===== src/rtl/simd_booth_pkg.sv =====
// Shared definitions for the SIMD radix-2 Booth multiplier: lane modes,
// sequencer state encoding and per-mode iteration counts.
package simd_booth_pkg;

  localparam int CNT_W_DEF = 5;

  typedef logic [1:0] mode_t;

  localparam mode_t MODE_1X16 = 2'b00;
  localparam mode_t MODE_2X8  = 2'b01;
  localparam mode_t MODE_4X4  = 2'b10;
  localparam mode_t MODE_RSVD = 2'b11;

  localparam logic [2:0] ST_IDLE  = 3'd0;
  localparam logic [2:0] ST_LOAD  = 3'd1;
  localparam logic [2:0] ST_ADD   = 3'd2;
  localparam logic [2:0] ST_SHIFT = 3'd3;
  localparam logic [2:0] ST_DONE  = 3'd4;

  // One radix-2 Booth step per multiplier bit of a lane.
  function automatic logic [CNT_W_DEF-1:0] iter_count(input mode_t mode);
    case (mode)
      MODE_1X16: iter_count = 5'd16;
      MODE_2X8:  iter_count = 5'd8;
      MODE_4X4:  iter_count = 5'd4;
      default:   iter_count = 5'd0;
    endcase
  endfunction

endpackage


===== src/rtl/simd_booth_sequencer.sv =====
// Control FSM sequencing load / add / shift steps of the SIMD Booth datapath.
// Result valid 2N+2 cycles after command; holds DONE until out_ready; abort wins.
module simd_booth_sequencer
  import simd_booth_pkg::*;
#(
  parameter int CNT_W = 5
) (
  input  logic             clk,
  input  logic             rst_n,
  input  logic             in_valid,
  output logic             in_ready,
  input  logic [1:0]       mode_in,
  input  logic             abort,
  output logic [1:0]       mode_q,
  output logic             load_en,
  output logic             add_en,
  output logic             shift_en,
  output logic [CNT_W-1:0] iter_cnt,
  output logic             busy,
  output logic             err,
  output logic             out_valid,
  input  logic             out_ready
);

  if ((2 ** CNT_W) <= 16) begin : g_cnt_w_check
    $error("CNT_W too small to hold an iteration count of 16");
  end

  logic [2:0]       state;
  logic [2:0]       state_nxt;
  logic [CNT_W-1:0] cnt_nxt;
  mode_t            mode_nxt;
  logic             err_nxt;

  always_comb begin
    state_nxt = state;
    cnt_nxt   = iter_cnt;
    mode_nxt  = mode_q;
    err_nxt   = 1'b0;
    if (abort) begin
      state_nxt = ST_IDLE;
      cnt_nxt   = '0;
    end else begin
      case (state)
        ST_IDLE: begin
          if (in_valid) begin
            // Reserved mode is consumed and flagged but never started.
            if (mode_in == MODE_RSVD) begin
              err_nxt = 1'b1;
            end else begin
              mode_nxt  = mode_in;
              cnt_nxt   = CNT_W'(iter_count(mode_in));
              state_nxt = ST_LOAD;
            end
          end
        end
        ST_LOAD:  state_nxt = ST_ADD;
        ST_ADD:   state_nxt = ST_SHIFT;
        ST_SHIFT: begin
          if (iter_cnt > CNT_W'(1)) begin
            cnt_nxt   = iter_cnt - CNT_W'(1);
            state_nxt = ST_ADD;
          end else begin
            cnt_nxt   = '0;
            state_nxt = ST_DONE;
          end
        end
        ST_DONE: begin
          if (out_ready) state_nxt = ST_IDLE;
        end
        default: begin
          state_nxt = ST_IDLE;
          cnt_nxt   = '0;
        end
      endcase
    end
  end

  always_ff @(posedge clk or negedge rst_n) begin
    if (!rst_n) begin
      state    <= ST_IDLE;
      iter_cnt <= '0;
      mode_q   <= MODE_1X16;
      err      <= 1'b0;
    end else begin
      state    <= state_nxt;
      iter_cnt <= cnt_nxt;
      mode_q   <= mode_nxt;
      err      <= err_nxt;
    end
  end

  assign in_ready  = (state == ST_IDLE);
  assign busy      = (state != ST_IDLE);
  assign load_en   = (state == ST_LOAD);
  assign add_en    = (state == ST_ADD);
  assign shift_en  = (state == ST_SHIFT);
  assign out_valid = (state == ST_DONE);

endmodule


===== config.mk =====
export PLATFORM = sky130hd
export DESIGN_NAME = simd_booth_sequencer
export DESIGN_NICKNAME = d
export VERILOG_FILES = /design/src/rtl/simd_booth_pkg.sv /design/src/rtl/simd_booth_sequencer.sv
export SDC_FILE = /design/constraint.sdc
export NUM_CORES = 1
export LEC_CHECK = 0
export CORE_MARGIN = 2
export CORE_UTILIZATION = 40
export CTS_CLUSTER_DIAMETER = 200
export DETAILED_ROUTE_END_ITERATION = 10
export MAX_ROUTING_LAYER = met4
export PLACE_DENSITY = 0.84
export SLEW_MARGIN = 20
export SYNTH_ARGS = -nofsm -noshare
export SYNTH_HDL_FRONTEND = slang
export SYNTH_SLANG_ARGS = --single-unit
export TNS_END_PERCENT = 5

===== constraint.sdc =====
create_clock -name clk -period 1.6 [get_ports clk]
set_input_delay 0.48 -clock clk [delete_from_list [all_inputs] [get_ports clk]]
set_output_delay 0.48 -clock clk [all_outputs]
set_load 0.1 [all_outputs]

== Yosys cells after proc, flatten, opt, wreduce, memory -nomap -nowiden ==
Cells that the tools add are included.

* Input bits: 7
* Logic and storage cells: 42
* Output and inout port bits: 14
* Flip-flop bits (word level): 11

* Mux-type cells: 16
* Bitwise gates (word level): 2
* Reductions and logical operators: 7
* Equality and inequality tests: 11
* Add/subtract/negate cells: 1
* Magnitude comparators: 1

{| class="wikitable"
|+ Operators by type and width
! operator !! number
|-
| 5-bit case mux with 3 select lines || 2
|-
| 5-bit two-way mux || 4
|-
| 3-bit two-way mux || 5
|-
| 3-bit case mux with 5 select lines || 1
|-
| 3-bit by 2-bit == test with 1-bit output, second input constant || 2
|-
| 3-bit by 2-bit inequality test with 1-bit output, second input constant || 2
|-
| 3-bit AND reduction || 2
|-
| 5-bit by 1-bit > comparator with 1-bit output, second input constant || 1
|-
| 5-bit by 1-bit subtractor with 5-bit output, second input constant || 1
|-
| 2-bit == test, second input constant || 2
|-
| 1-bit two-way mux || 4
|-
| 4-bit AND reduction || 1
|-
| 3-bit by 1-bit == test with 1-bit output, second input constant || 1
|-
| 3-bit == test, second input constant || 1
|-
| 3-bit logical NOT || 1
|-
| 3-bit inequality test, second input constant || 1
|-
| 3-bit nonzero test || 1
|-
| 3-bit OR reduction || 1
|-
| 2-bit by 1-bit == test with 1-bit output, second input constant || 1
|-
| 2-bit logical NOT || 1
|-
| 2-bit by 1-bit inequality test with 1-bit output, second input constant || 1
|-
| 1-bit NOT || 2
|}

== Depth between registers and ports, before layout ==
* Word-level depth: 6
* Gate-level depth with buffers: 6
* Depth with buffers taken out: 6

== Worst setup path before layout ==
No wires, ideal clock.

* Path kind: register -> output
* Start: register state[2]
* End: output add_en
* Arrival: 2.684 ns
* Path buffers: 1
* Required time: 1.120 ns
* Stages on the path, launching flop included: 3
* Slack: -1.564 ns
* Cell sequence: dfrtp_1 > buf_6 > nor3b_1

* Longest elaborated chain between the ends: 1

{| class="wikitable"
|+ RTL lines
! what !! line !! text
|-
| start: declaration || simd_booth_sequencer.sv:29 || <nowiki>logic [2:0] state;</nowiki>
|-
| start signal: assignment || simd_booth_sequencer.sv:86 || <nowiki>state <= state_nxt;</nowiki>
|-
| 3-bit by 2-bit == test with 1-bit output || simd_booth_sequencer.sv:96 || <nowiki>assign add_en = (state == ST_ADD);</nowiki>
|-
| end: declaration || simd_booth_sequencer.sv:16 || <nowiki>output logic add_en,</nowiki>
|}

No other way between the ends.

== Final worst setup path ==
* Start: register state[1]
* End: output in_ready

* Longest elaborated chain between the ends: 1

{| class="wikitable"
|+ RTL lines
! what !! line !! text
|-
| 3-bit logical NOT || simd_booth_sequencer.sv:93 || <nowiki>assign in_ready = (state == ST_IDLE);</nowiki>
|-
| end: declaration || simd_booth_sequencer.sv:11 || <nowiki>output logic in_ready,</nowiki>
|}

No other way between the ends.

==> results.toml <==
[finish]
layout_commonest_cell = "buf_4"
final_core_util_pct = 88.7
fin_cells = 137
seqCellArea_sq_um = 288
nFillCells = 68
multi_input_area_sq_um = 449
diodes = 0
nets = 131
final_cell_mix = "buf_4, buf_12, nand2_1"
syn_to_final_growth_pct = 101
final_area_sq_mm = 0.00138
drive_gt1_share_pct = 57.0

[worst_setup_path]
crit_path_end_kind = "output pin"
required_ns = 1.12
start_kind = "register"
crit_type = "reg -> out"
crit_fanout = 5
arrival_ns = 1.40

[global_routing]
antenna_found_initial = 0
grt_pass1_wl_mm = 3.57
grt_pass1_vias = 796
grt_max_degree = 12
grtUsageTotal_pct = 25.2
grt_remaining_overflow = 0

[logic_synthesis]
synth_area_sq_um = 689
synth_cells = 70
ys.flop_type = "dfrtp_1"
synth_xor_area_share_pct = 0
yosysSeqAreaShare_pct = 39.9
yosysTopAreaCellShare_pct = 39.9
synth_top_family_by_area = "simple AND/OR/NAND/NOR gates"
yosys.area.top_type = "dfrtp_1"
ys_async_sr_fraction_pct = 100
yosysUniqueCellTypes = 33
synthMuxAreaShare_pct = 0
syn_nets = 79
synth_area_per_cell_sq_um = 9.85
synth_compound_area_share_pct = 24.7
synth-seq-cells = 11
synth-edff-count = 0
synth_adder_area_share_pct = 3.63
yosys-top-cells-area = "dfrtp_1, nor2_1, a2bb2oi_4"
yosys_warnings = 0
synthSimpleGateAreaFrac_pct = 26.1

[route]
dr_total_vias = 774
dr.pass1.iters = 4
ant_nets = 0
drc_errors = 0
drt_iter0_drc = 21
viasPerCell = 5.65
routed_wl_mm = 2.26
wl_per_cell_microns = 16.5

[die]
io_pins = 21
fp.dieArea_sq_mm = 0.00207
core_sq_mm = 0.00156
die_w_microns = 45.5
rows = 14
fp.dieH_microns = 45.5
initial_core_util_pct = 44.2

[sta]
setup_ws_ns = -0.283
final-setup-viol-count = 12
fin_skew_ns = 0.000501
tightestPinTransition_ns = 0.265
rsz0062_at_grt = "true"
finalCritPeriodShare_pct = 118
drv_slew = 0
max_freq_mhz = 531
hold_viol_final = 0
max_slew_margin_pct = 82.1
period_needed_ns = 1.88

[hold_path]
hold_class = "in -> async"

[clock_network]
clk_latency_ns = 0.28
numCtsBuffers = 3
cts_tree = "built"
numClockSinks = 11
root_buffer = "clkbuf_4"
clock_path_buffers = 2
clkSlewWorstSetupHoldPaths_ns = 0.07
cts_hold_buf = 0
htreeDepth = 1

[power]
peakVddDrop_mv = 0.760
power_mw = 1.22
p_per_area_mw_per_mm2 = 885
leakage_nw = 0.611

[outcome]
status = "complete, but fails checks"
failed_checks = "setup timing"

[place]
pre_cts_slack_ns = -0.394
dp.cells = 128
port_buffers = 20
gp_congestion = 0.798
dp_hpwl_mm = 1.62
placed_area_sq_mm = 0.00128

[flow_run]
maxCapViolations = 0
-- cell type report --
cell class	instances	area share, %
clock buffers	4	1.90
inverters	5	2.26
multi-input cells	52	32.5
flip-flops and latches	11	20.8
well taps	16	1.45
repair buffers	49	41.1
-- critical path, cell delays in order (launching register included) --
cell and delay [ns]:
dfrtp_1 0.43, or3_4 0.46, clkinv_8 0.07, buf_12 0.16
-- metrics by stage --
step	hold slack, ns	TNS (ns)
2_1_floorplan	0.184	-1.88
3_3_place_gp	0.512	-1.51
3_5_place_dp	0.525	-2.06
4_1_cts	0.516	-1.43
5_1_grt	0.525	-2.39
6_report	0.512	-1.71
-- cell usage after synthesis (all sizes together) (2+ instances only) --
master / instances
dfrtp: 11
nor2: 9
nand2: 7
inv: 4
nor3: 4
nor3b: 3
o21bai: 3
a21boi: 2
ha: 2
nor4b: 2
o21ai: 2
o22a: 2
or3: 2
-- logic make-up after synthesis --
kind of cell    count (synthesis)
simple gates                   31
flops                          11
fa+ha+maj                       2
compound gates                 19
buf+inv                         7
-- path summary, 6_finish.rpt --
| path | depth (start not counted) | slack (ns) | from | end |
|---|---|---|---|---|
| max | 3 | -0.28 | state[1]$_DFFE_PN0P_ | in_ready |
| min | 2 | 0.51 | rst_n | state[1]$_DFFE_PN0P_ |
| max reg2reg | 7 | -0.21 | state[1]$_DFFE_PN0P_ | iter_cnt[3]$_DFFE_PN0P_ |
| min reg2reg | 1 | 0.51 | state[2]$_DFFE_PN0P_ | state[1]$_DFFE_PN0P_ |
| max in group asynchronous | 2 | 0.91 | rst_n | iter_cnt[0]$_DFFE_PN0P_ |
| min in group clk | 1 | 0.51 | state[2]$_DFFE_PN0P_ | state[1]$_DFFE_PN0P_ |
-- registers in the layout, summed over array words and instances, names as in the netlist --
signal    cells
err           1
state         3
iter_cnt      5
mode_q        2
-- power breakdown --
part | total [mW] | leakage, nW | internal [mW] | switching (mW)
registers | 0.339 | 0.137 | 0.305 | 0.0336
clock network | 0.196 | 0.0150 | 0.0969 | 0.0993
logic | 0.689 | 0.460 | 0.285 | 0.404
-- what timing repair did --
action,in CTS,in global routing
gates resized for setup,7,5
endpoints found under the setup margin,11,14
pin swaps,2,2
setup buffers,3,2
-- per-layer routing --
metal	vias up	global-route usage, %	part of all wire [%]
li1	363	-	-
met1	378	27.4	39
met2	24	42.8	55
met3	9	1.59	3.0
met4	0	18.2	3.4
met5	-	-	0
(Power assumes the default switching activity.)
==> RTL edit 1: new RTL, same flow settings <==
The parameter `CNT_W` goes from 5 to 6.
--- a/src/rtl/simd_booth_sequencer.sv
+++ b/src/rtl/simd_booth_sequencer.sv
@@ -4,5 +4,5 @@
   import simd_booth_pkg::*;
 #(
-  parameter int CNT_W = 5
+  parameter int CNT_W = 6
 ) (
   input  logic             clk,
Ports: changed (resized iter_cnt); port bits go from 21 to 22. The function was not compared with the original's and may differ.
==> RTL edit 1 against the unedited design <==
The flow still finishes with violations (negative setup slack); critical path type unchanged; total power shrank 1.4%; design area down 3.3%; wire length down 13%; synthesized cell count rose by 10%; setup slack worse by 0.0018 ns; count of clock-buffer cells in the layout did not move; sequential cell count is 1 higher; global-route usage is 3.8 points lower; synthesized area rose by 3.3%.
==> RTL edit 1: results (changes against the unedited design) <==
* WL met3 at 66 um (-1.5%)
* Longest Clk Path Bufs at 2 (unchanged)
* IO Port Bufs at 21 (+5.0%)
* Hold Crit Class: input pin to flip-flop
* Pre-CTS WS at -0.307 ns (+0.0866 ns)
* Internal power at 0.000700 W (+1.9%)
* Layout Nets at 128 (-2.3%)
* Placer Congestion at 0.954 (+20%)
* Slowest CP cell: or3_4
* Setup-failing EPs final at 7 (-5)
* Leak at 0.598 nW (-2.2%)
* Yosys cell types at 34 (+3.0%)
* Reg2reg setup slack at -0.09 ns (+0.12 ns)
* Routed WL at 1960 um (-13%)
* Synth cell count leaders: dfrtp_1, inv_1, nand2_1
* Failing checks: negative setup slack
* Maximum vdd drop at 0.606 mV (-20%)
* Max incr delay on CP at 0.44 ns (-0.02 ns)
* Total vias in the final route at 757 (-2.2%)
* Register area share after synthesis at 42.2% (+2.3 points)
* Synth Warn # at 0 (unchanged)
* Layout cell share with drive strength beyond 1 at 48.3% (-8.7 points)
* Dpl hpwl at 1430 um (-11%)
* Reg2reg end: iter_cnt[5]$_DFFE_PN0P_
* Routed length on met2 at 1040 um (-15%)
* Worst-path clk slew at 0.09 ns (+0.02 ns)
* Top Registers: iter_cnt: 6 flops, state: 3 flops, mode_q: 2 flops
* FF-to-FF path depth at 4 (-3)
* Fin Clk Skew at 0.00374 ns (+0.00324 ns)
* Pin count of the biggest net entering global routing at 13 (+1)
* Initial DRC Count at 17 (-19%)
* Synth Flop Type: dfrtp_1
* First-pass GRT wire length at 3120 um (-13%)
* Ranking of synthesized cells by area: dfrtp_1, inv_1, nand2_1
* Post-route setup slack at -0.285 ns (-0.00183 ns)
* Syn_nets at 86 (+8.9%)
* CP Max Fanout at 4 (-1)
* Worst R2R Start: state[0]$_DFFE_PN0P_
* Actual slew at the worst max-slew pin at 0.307 ns (+0.0419 ns)
* M1 WL at 812 um (-8.0%)
* Outcome: complete, but fails checks
* Setup total negative slack at -1.51 ns (+0.199 ns)
* Gr usage total at 21.4% (-3.8 points)
* Number of global-route vias before repair at 729 (-8.4%)
* Initial antenna violation count at 0 (unchanged)
## RTL edit 1: final cells by class
cell class                      instances  area (um^2)
Multi-Input combinational cell         55          422
Fill cell                              98          372
Tap cell                               25         31.3
Inverter                                8         37.5
Sequential cell                        12          308
Clock buffer                            4         36.3
Timing Repair Buffer                   39          502
## RTL edit 1: metrics by stage
step                util (%)  area, um^2  power, W  instances  hold WS (ns)
finish                  78.2        1340   0.00121        143         0.476
floorplan                  -         763  0.000705         77         0.184
global placement        72.5        1240  0.000923        135         0.540
global route            78.2        1340   0.00125        143         0.506
CTS                     75.7        1290   0.00119        140         0.518
detailed placement      72.5        1240  0.000929        135         0.550
## RTL edit 1: worst min-delay path by stage
stage,from,to,slack [ns],depth (start not counted)
5_1_grt,rst_n,mode_q[0]$_DFFE_PN0P_,0.51,2
3_3_place_gp,mode_q[0]$_DFFE_PN0P_,mode_q[0]$_DFFE_PN0P_,0.54,1
2_1_floorplan,rst_n,err$_DFF_PN0_,0.18,0
4_1_cts,rst_n,state[2]$_DFFE_PN0P_,0.52,2
3_5_place_dp,mode_q[0]$_DFFE_PN0P_,mode_q[0]$_DFFE_PN0P_,0.55,1
6_report,abort,state[2]$_DFFE_PN0P_,0.48,2
## RTL edit 1: logic make-up after synthesis
group                      after synthesis  share of synthesized area, %
DFF                                     12                          42.2
AOI/OAI and AO/OA                       19                          20.2
buffers and inverters                   10                          6.50
and+or+nand+nor                         34                          27.6
adders and majority gates                2                          3.51
## RTL edit 1: routing by layer
| layer | vias up | global-route usage [%] |
|---|---|---|
| li1 | 366 | - |
| met4 | 0 | 9.14 |
| met2 | 28 | 35.3 |
| met3 | 7 | 3.92 |
| met5 | - | - |
| met1 | 356 | 25.3 |
## RTL edit 1: worst reg2reg max path: cells and delay by family (launching register included)
kind / cells / cell delay, ns
AOI/OAI and AO/OA: 2 / 0.57
buffers and inverters: 1 / 0.15
and+or+nand+nor: 1 / 0.44
DFF: 1 / 0.42
## RTL edit 1: power by group through the flow
stage	clock network (W)	registers (W)	logic [W]
after floorplan	0	0.000492	0.000212
after global placement	0	0.000355	0.000568
after detailed placement	0	0.000357	0.000572
after CTS	0.000256	0.000351	0.000582
after global routing	0.000272	0.000355	0.000621
final	0.000258	0.000351	0.000597
## RTL edit 1: what timing repair did
item | 4_1_cts | 5_1_grt
endpoints found under the setup margin | 10 | 15
hold endpoints to repair | 0 | 0
setup buffers | 1 | 3
gates resized for setup | 3 | 5
pin swaps | 4 | 5
==> RTL edit 2: new RTL, same settings <==
Made on the original files. Add an input register stage for `mode_in`; this delays it by one clock. The other inputs are not delayed to match.
--- a/src/rtl/simd_booth_sequencer.sv
+++ b/src/rtl/simd_booth_sequencer.sv
@@ -23,4 +23,10 @@
 );
 
+  logic [1:0] mode_r;
+
+  always_ff @(posedge clk) begin
+    mode_r <= mode_in;
+  end
+
   if ((2 ** CNT_W) <= 16) begin : g_cnt_w_check
     $error("CNT_W too small to hold an iteration count of 16");
@@ -46,9 +52,9 @@
           if (in_valid) begin
             // Reserved mode is consumed and flagged but never started.
-            if (mode_in == MODE_RSVD) begin
+            if (mode_r == MODE_RSVD) begin
               err_nxt = 1'b1;
             end else begin
-              mode_nxt  = mode_in;
-              cnt_nxt   = CNT_W'(iter_count(mode_in));
+              mode_nxt  = mode_r;
+              cnt_nxt   = CNT_W'(iter_count(mode_r));
               state_nxt = ST_LOAD;
             end
Behaviour: not the same (a bounded check fails within 4 cycles, from zero or initial values and one cycle with rst_n low).
==> RTL edit 2 against the unedited design <==
Design area fell by 8.0%; clock skew rose by 0.0013 ns; utilization fell by 13 points; wire length fell by 15%; synthesized cell count fell by 2.9%; sequential cell count rose by 2; total power rose by 1.2%; synthesized area rose by 0.54%; sequential power rose by 17%; the run still ends with negative setup slack left; setup slack improved by 0.077 ns; clock power rose by 8%; combinational power fell by 8.7%.
==> RTL edit 2: results (changes against the unedited design) <==
* Post-route setup slack at -0.206 ns (+0.0765 ns)
* CP delay by family, top: flip-flops
* Layout cell share with drive strength beyond 1 at 45.5% (-12 points)
* Synth cell count leaders: dfrtp_1, nor2_1, inv_1, nand2_1
* Buffers, non-clock at 39 (-20%)
* Routed length on met2 at 1020 um (-17%)
* Maximum vdd drop at 0.654 mV (-14%)
* Ranking of synthesized cells by area: dfrtp_1, dfxtp_1, nor2_1
* Register area share after synthesis at 45.5% (+5.6 points)
* Failing checks: negative setup slack
* Worst R2R Start: iter_cnt[1]$_DFFE_PN0P_
* Outcome: complete, but fails checks
* CP Max Fanout at 10 (+5)
* Asr flop ratio synth at 84.6% (-15 points)
* Flops & latches, synth at 13 (+2)
* Via/cell ratio at 5.71 (+1.0%)
* Syn_nets at 77 (-2.5%)
* M1 WL at 800 um (-9.4%)
* Placer Congestion at 0.847 (+6.2%)
* Setup-failing EPs final at 11 (-1)
* Seq/total area at 25.0% (+4.2 points)
* Top Registers: iter_cnt: 5 flops, state: 3 flops
* Worst EP arrival at 1.33 ns (-0.07 ns)
* Number of global-route vias before repair at 725 (-8.9%)
* Wire per inst at 15.2 um (-7.8%)
* Leak at 0.561 nW (-8.3%)
* Clock-cell share at 2.06% (+0.16 points)
* Max_slew headroom at 76.3% (-5.8 points)
* Dpl hpwl at 1410 um (-13%)
* Yosys cell types at 30 (-9.1%)
RTL edit 2: worst paths after layout:
check	endpoint	slack, ns	depth (start not counted)
hold / removal	iter_cnt[2]$_DFFE_PN0P_	0.49	2
max in group asynchronous	state[0]$_DFFE_PN0P_	0.93	2
setup / recovery	load_en	-0.21	3
min in group clk	err$_DFF_PN0_	0.50	2
hold reg to reg	err$_DFF_PN0_	0.50	2
setup reg to reg	iter_cnt[3]$_DFFE_PN0P_	-0.16	6
RTL edit 2: report_power, final:
group | total [W] | internal, W | switching (W)
logic | 0.000629 | 0.000252 | 0.000377
registers | 0.000398 | 0.000357 | 0.0000405
clock network | 0.000211 | 0.0000968 | 0.000114
total | 0.00124 | 0.000706 | 0.000531
RTL edit 2: logic make-up after synthesis:
group | share of synthesized area [%]
and+or+nand+nor | 23.5
AOI/OAI and AO/OA | 23.6
DFF | 45.5
buffers and inverters | 3.79
adders and majority gates | 3.61
RTL edit 2: per-layer routing:
layer,vias to the layer above,GRT usage [%]
li1,339,-
met4,0,10.6
met5,-,-
met2,26,35.5
met1,356,23.7
met3,4,3.97
RTL edit 2: per-stage QoR:
stage | std cells | area (um^2) | hold WS, ns | total power (W) | setup TNS [ns]
finish | 127 | 1270 | 0.494 | 0.00124 | -1.44
global route | 127 | 1270 | 0.513 | 0.00128 | -2.04
CTS | 127 | 1260 | 0.502 | 0.00124 | -1.37
detailed placement | 121 | 1190 | 0.496 | 0.00101 | -2.01
global placement | 121 | 1190 | 0.489 | 0.000996 | -1.59
floorplan | 68 | 709 | 0.184 | 0.000752 | -9.34
RTL edit 2: timing repair:
| action | in CTS | in global routing |
|---|---|---|
| pin swaps | 1 | 1 |
| hold buffers | 0 | 0 |
| setup endpoints to repair | 11 | 12 |
| resized for setup | 11 | 2 |
| buffers inserted | 2 | 0 |
